## src/rtl/hdb3_decoder_pkg.sv

```systemverilog
// Shared constants for the HDB3 line decoder: reset level, line symbol codes,
// polarity encoding and pipeline depth.
package hdb3_decoder_pkg;

  localparam logic RST_EN = 1'b1;

  localparam int HDB3_LATENCY = 3;

  typedef enum logic [1:0] {
    SYM_ZERO = 2'b00,
    SYM_N    = 2'b01,
    SYM_P    = 2'b10,
    SYM_ILL  = 2'b11
  } sym_e;

  localparam logic POL_P = 1'b0;
  localparam logic POL_N = 1'b1;

  localparam logic [2:0] ZC_MAX = 3'd4;

endpackage

```

## src/rtl/hdb3_v_detect.sv

```systemverilog
// Tracks pulse polarity and zero runs; classifies the current line symbol as
// mark, violation or code error (combinational outputs for the current sample).
module hdb3_v_detect
  import hdb3_decoder_pkg::*;
(
  input  logic       clk,
  input  logic       rst_n,
  input  logic [1:0] sym,
  output logic       mark,
  output logic       v_pulse,
  output logic       err
);

  logic       last_pol_q, last_pol_d;
  logic       seen_q, seen_d;
  logic [2:0] zc_q, zc_d;
  logic       pol;

  always_comb begin
    last_pol_d = last_pol_q;
    seen_d     = seen_q;
    zc_d       = zc_q;
    mark       = 1'b0;
    v_pulse    = 1'b0;
    err        = 1'b0;
    pol        = (sym == SYM_N) ? POL_N : POL_P;
    case (sym)
      SYM_ZERO: begin
        zc_d = (zc_q >= ZC_MAX) ? ZC_MAX : zc_q + 3'd1;
        // Fourth zero in a row, and every zero after it, is a code error.
        err  = (zc_q >= 3'd3);
      end
      SYM_P, SYM_N: begin
        v_pulse    = seen_q && (pol == last_pol_q);
        mark       = !v_pulse;
        err        = v_pulse && !((zc_q == 3'd2) || (zc_q == 3'd3));
        last_pol_d = pol;
        seen_d     = 1'b1;
        zc_d       = 3'd0;
      end
      SYM_ILL: begin
        // Illegal symbol leaves polarity and zero-run state untouched.
        err = 1'b1;
      end
    endcase
  end

  always_ff @(posedge clk) begin
    if (rst_n == RST_EN) begin
      last_pol_q <= POL_P;
      seen_q     <= 1'b0;
      zc_q       <= 3'd0;
    end else begin
      last_pol_q <= last_pol_d;
      seen_q     <= seen_d;
      zc_q       <= zc_d;
    end
  end

endmodule

```

## src/rtl/hdb3_decoder.sv

```systemverilog
// HDB3 decoder top: bipolar line symbols in, NRZ bits out after LATENCY clocks;
// a violation clears the bit LATENCY symbols back (the B of B00V).
module hdb3_decoder
  import hdb3_decoder_pkg::*;
#(
  parameter int LATENCY = HDB3_LATENCY
) (
  input  logic clk,
  input  logic rst_n,
  input  logic BP,
  input  logic BN,
  output logic data_out,
  output logic data_valid,
  output logic v_det,
  output logic code_err
);

  logic [LATENCY:0] sr_q, sr_d;
  logic [2:0]       fill_q, fill_d;
  logic             data_valid_q, data_valid_d;
  logic             v_det_q, v_det_d;
  logic             code_err_q, code_err_d;
  logic             mark, v_pulse, err;

  hdb3_v_detect u_v_detect (
    .clk     (clk),
    .rst_n   (rst_n),
    .sym     ({BP, BN}),
    .mark    (mark),
    .v_pulse (v_pulse),
    .err     (err)
  );

  always_comb begin
    sr_d         = {(v_pulse ? 1'b0 : sr_q[LATENCY-1]), sr_q[LATENCY-2:0], mark};
    fill_d       = (fill_q == 3'd7) ? fill_q : fill_q + 3'd1;
    data_valid_d = (fill_q >= 3'(LATENCY));
    v_det_d      = v_pulse;
    code_err_d   = err;
  end

  always_ff @(posedge clk) begin
    if (rst_n == RST_EN) begin
      sr_q         <= '0;
      fill_q       <= 3'd0;
      data_valid_q <= 1'b0;
      v_det_q      <= 1'b0;
      code_err_q   <= 1'b0;
    end else begin
      sr_q         <= sr_d;
      fill_q       <= fill_d;
      data_valid_q <= data_valid_d;
      v_det_q      <= v_det_d;
      code_err_q   <= code_err_d;
    end
  end

  assign data_out   = sr_q[LATENCY];
  assign data_valid = data_valid_q;
  assign v_det      = v_det_q;
  assign code_err   = code_err_q;

endmodule

```

## config.mk

```make
export PLATFORM = sky130hd
export DESIGN_NAME = hdb3_decoder
export DESIGN_NICKNAME = d
export VERILOG_FILES = /design/src/rtl/hdb3_decoder_pkg.sv /design/src/rtl/hdb3_v_detect.sv /design/src/rtl/hdb3_decoder.sv
export SDC_FILE = /design/constraint.sdc
export NUM_CORES = 1
export LEC_CHECK = 0
export ABC_CLOCK_PERIOD_IN_PS = 1310
export BUFFER_PORTS_ARGS = -buffer_cell sky130_fd_sc_hd__buf_2
export CORE_AREA = 10 10 47 49
export DETAILED_ROUTE_END_ITERATION = 7
export DIE_AREA = 0 0 57 59
export GPL_TIMING_DRIVEN = 1
export PLACE_DENSITY = 0.71
export SYNTH_ARGS = -nofsm -noshare
export SYNTH_HDL_FRONTEND = slang
export SYNTH_SLANG_ARGS = --single-unit
```

## constraint.sdc

```tcl
create_clock -name clk -period 1.31 [get_ports clk]
set_input_delay 0 -clock clk [delete_from_list [all_inputs] [get_ports clk]]
set_output_delay 0 -clock clk [all_outputs]
set_load 0.03 [all_outputs]
```

== After elaboration in Yosys (flattened, before gate mapping) ==
Index checks and enable logic that the tools add are counted.
Widths: inputs -> output; s select.

* Flip-flop bits (word level): 15
* Output and inout port bits: 4
* Word-level logic and storage cells: 38

* $add $sub $neg: 2
* $lt $le $gt $ge: 3
* Equality and inequality tests: 7
* Multiplexer cells: 5
* Bitwise logic cells: 1
* Reductions and logical operators: 10

{| class="wikitable"
|+ Operators with widths
! kind !! number
|-
| $add 3x1->3 const B || 2
|-
| $eq 3x2->1 const B || 2
|-
| $ge 3x2->1 const B || 2
|-
| $pmux 3 s2 || 1
|-
| $reduce_or 2->1 || 3
|-
| $eq 2x2->1 const B || 2
|-
| $eq 3x3->1 const B || 1
|-
| $ge 3x3->1 const B || 1
|-
| $mux 3 || 1
|-
| $pmux 1 s3 || 1
|-
| $eq 2x1->1 const B || 1
|-
| $logic_and 1x1->1 || 2
|-
| $logic_not 1->1 || 2
|-
| $logic_not 2->1 || 1
|-
| $mux 1 || 2
|-
| $reduce_bool 2->1 || 1
|-
| $eq 1x1->1 || 1
|-
| $logic_or 1x1->1 || 1
|-
| $not 1->1 || 1
|}

== Logic depth before layout (Yosys ltp) ==
* Depth after elaboration: 6
* Mapped depth: 6
* Gate-level depth less buffers: 5

== Hierarchy ==
A second synthesis with hierarchy kept.

* Cells, all modules: 68
* Area, all modules: 698.2 µm²

{| class="wikitable"
|+ By module, submodules not included
! module !! times used !! cells each !! area an instance (µm²)
|-
| hdb3_v_detect || 1 || 39 || 355.3
|-
| hdb3_decoder || 1 || 29 || 342.8
|}

== Worst setup path before layout ==
No wires, ideal clock.

* Kind: register -> register
* Start: register u_v_detect.zc_q[0]
* End: register code_err_q, in the netlist code_err
* Arrival: 1.041 ns
* Required time: 1.224 ns
* Setup slack: 0.182 ns
* Stages on the path, launching flop included: 6
* Path buffers: 0
* Clock period less this slack: 1.128 ns
* Cell sequence: dfxtp_1 > inv_1 > ha_1 > nor2_1 > o2111ai_1 > a221oi_2

* Word-level cells in the longest chain between the ends: 5
* Elaborated cells between the ends (all ways): 7
* Those cells by class: order compare: 1; eq/ne: 2; mux: 1; reduce/logical: 3

{| class="wikitable"
|+ Ends and longest elaborated chain
! what !! RTL line !! source
|-
| start: declaration || hdb3_v_detect.sv:16 || <nowiki>logic [2:0] zc_q, zc_d;</nowiki>
|-
| start signal: assignment || hdb3_v_detect.sv:56 || <nowiki>zc_q <= zc_d;</nowiki>
|-
| $eq 3x2->1 || hdb3_v_detect.sv:36 || <nowiki>err = v_pulse && !((zc_q == 3'd2) || (zc_q == 3'd3));</nowiki>
|-
| $logic_or 1x1->1 || hdb3_v_detect.sv:36 ||
|-
| $logic_not 1->1 || hdb3_v_detect.sv:36 ||
|-
| $logic_and 1x1->1 || hdb3_v_detect.sv:36 ||
|-
| $pmux 1 s3 * || hdb3_v_detect.sv:27 || <nowiki>case (sym)</nowiki>
|-
| end signal: assignment || hdb3_decoder.sv:54 || <nowiki>code_err_q <= code_err_d;</nowiki>
|-
| end: declaration || hdb3_decoder.sv:22 || <nowiki>logic code_err_q, code_err_d;</nowiki>
|}

Every way passes the cells marked *; elsewhere a longest branch is shown, timed or not.
A chain may end at the register's enable or synchronous reset.

== Final worst setup path ==
Same ends and word-level chain as after synthesis.

==> flow_summary.toml <==
[floorplan]
rows = 14
initial_utilization = 0.459
die_w_um = 57
dieArea_mm2 = 0.00336
die_height_um = 59
coreArea_mm2 = 0.00140
io_pins = 8

[timing]
drv_slew = 0
fin_tns_setup_ps = 0
fmax_mhz = 848
rsz0062_at_grt = "false"
hold_viol = 0
max-slew-margin-rel = 0.822
fin_crit_sh = 0.900
worst_pin_slew_ps = 267
setup_viol = 0
final.setup_skew_ps = 0.691
holdWs_ps = 57.5
min_period_ps = 1180

[logic_synthesis]
synthMuxAreaShare = 0.0311
avgSynthCellArea_um2 = 9.89
synth_simple_gate_area_frac = 0.146
synthAdderAreaFrac = 0.175
synth_seq_area_share = 0.467
ys_seq_elements = 15
syn_inst = 65
ys_warn_count = 0
synth_top_family_by_area = "adder cells"
synthesis.area_um2 = 643
synth_xor_area_frac = 0.0272
ys_types = 18
synth_compound_area_frac = 0.111
synth_nets = 78

[clocking]
clock_latency_ps = 270
cts_resized = 0
clock_path_buffers = 2
post-cts-setup-buffers = 0
cts_hold_buf = 0
cts_buffers = 3
cts_tree = "done"
numClockSinks = 15
h-tree-depth = 1
clkTransAtPathRegs_ps = 90
root_buffer = "clkbuf_4"

[power_and_ir_drop]
netSwitchingPower_uw = 229
netSwitchingFraction = 0.261
combPwrFrac = 0.135
ir_drop_mv = 0.509
internal_power_uw = 648
pwr-share-clk = 0.289
powerDensity_mw_per_mm2 = 1220
p_leak_uw = 0.000337
p_seq_frac = 0.575
power_uw = 877

[critical_path]
crit_arrival_ps = 1370
critPathCaptureType = "register"
cp.required_ps = 1500
worstSetupPathType = "register to register"
cp_max_fo = 5
start_kind = "register"

[worst_hold_path]
hold_path_class = "primary input to register"

[detailed_routing]
drt-initial-drc-count = 2
vias_per_cell = 4.91
first_pass_iters = 2
routed_wl_um = 969
drtAntennaViolNets = 0
detail_route.wl_per_cell_um = 10.8
drc = 0
vias = 442

[global_route]
grt_pass1_wl_um = 1700
antenna_found_initial = 0
overflow = 0
grt_usage = 0.0640
grt_pass1_vias = 422
grt_max_degree = 16

[place]
gp_congestion = 0.672
placedCellCount = 86
port-buffer-count = 7

[layout]
finalNetCount = 88
drive_above_1_share = 0.176
n_antenna_cell = 0
final_common_cell = "dfxtp_1"
final_cell_mix = "dfxtp_1 (14), nor2_1 (13), ha_1 (9)"
fin_cells = 90
syn_to_final_growth_pct = 11.7

[job]
max_cap_viol_count = 0

[run_status]
status = "completed"
## cells in the mapped netlist
library cell,number,share of area
nor4_1,2,0.019
a221oi_2,1,0.023
o2111ai_1,1,0.014
nand3_1,1,0.0078
a211oi_1,3,0.035
mux2i_1,2,0.031
nand2b_1,1,0.0097
xor2_1,1,0.014
buf_2,1,0.0078
inv_1,5,0.029
nor2_1,13,0.076
dfxtp_1,15,0.47
xnor2_1,1,0.014
clkbuf_1,1,0.0058
ha_1,9,0.18
and3b_1,1,0.014
a21oi_1,5,0.039
nor2b_1,2,0.019
## per-stage QoR
| stage | setup WS (ps) | util | cell area [um2] |
|---|---|---|---|
| global route | 11.4 | 0.513 | 718 |
| detailed placement | 67.0 | 0.492 | 689 |
| floorplan | 182 | - | 643 |
| global placement | 112 | 0.492 | 689 |
| CTS | 46.0 | 0.512 | 717 |
| finish | 131 | 0.513 | 718 |
## registers in the layout, summed over array words and instances, names as in the netlist
name and cells:
code_err 1, data_valid 1, fill_q 3, sr_q 4, u_v_detect.last_pol_q 1, u_v_detect.seen_q 1
u_v_detect.zc_q 3, v_det 1
## path summary, 6_finish.rpt
check,from,end,slack (ps),cells after the start
max,u_v_detect.zc_q[0],code_err,130,5
min,rst_n,fill_q[1],60,2
max reg2reg,u_v_detect.zc_q[0],code_err,130,5
min reg2reg,sr_q[0],sr_q[1],440,1
## cell families (layout without fill, tap and decap cells)
kind of cell | count (synthesis) | count (layout)
AND/OR/NAND/NOR | 20 | 20
AO/OA/AOI/OAI | 10 | 10
XOR/XNOR | 2 | 2
adder cells (fa/ha/maj) | 9 | 9
flip-flops | 15 | 15
buffers and inverters | 7 | 16
multiplexers | 2 | 2
## power by group through the flow
stage,clock network [uW],registers (uW),logic (uW)
floorplan,0,526,77.6
global placement,0,514,117
detailed placement,0,515,121
CTS,267,504,122
global route,289,509,138
finish,254,505,119
## final cells by class
| cell class | count | area (um2) |
|---|---|---|
| clock buffer | 3 | 22.5 |
| fill | 143 | 683 |
| timing repair buffer | 7 | 35.0 |
| multi-input combinational | 43 | 315 |
| tap | 16 | 20.0 |
| clock inverter | 1 | 5.00 |
| inverter | 5 | 18.8 |
| sequential | 15 | 302 |
## critical path: stages (launching register included)
cell,delay (ps)
dfxtp_2,370
inv_1,50
ha_1,180
nor2_1,100
o2111ai_1,130
a221oi_2,270
## metal layers
metal,wire [um],vias up,global-route usage
met1,455,194,0.0654
met5,0,-,0
met4,8,0,0.0503
met2,451,5,0.0977
li1,-,241,-
met3,54,2,0.0322
No activity file was read; power rests on OpenSTA's default activity.
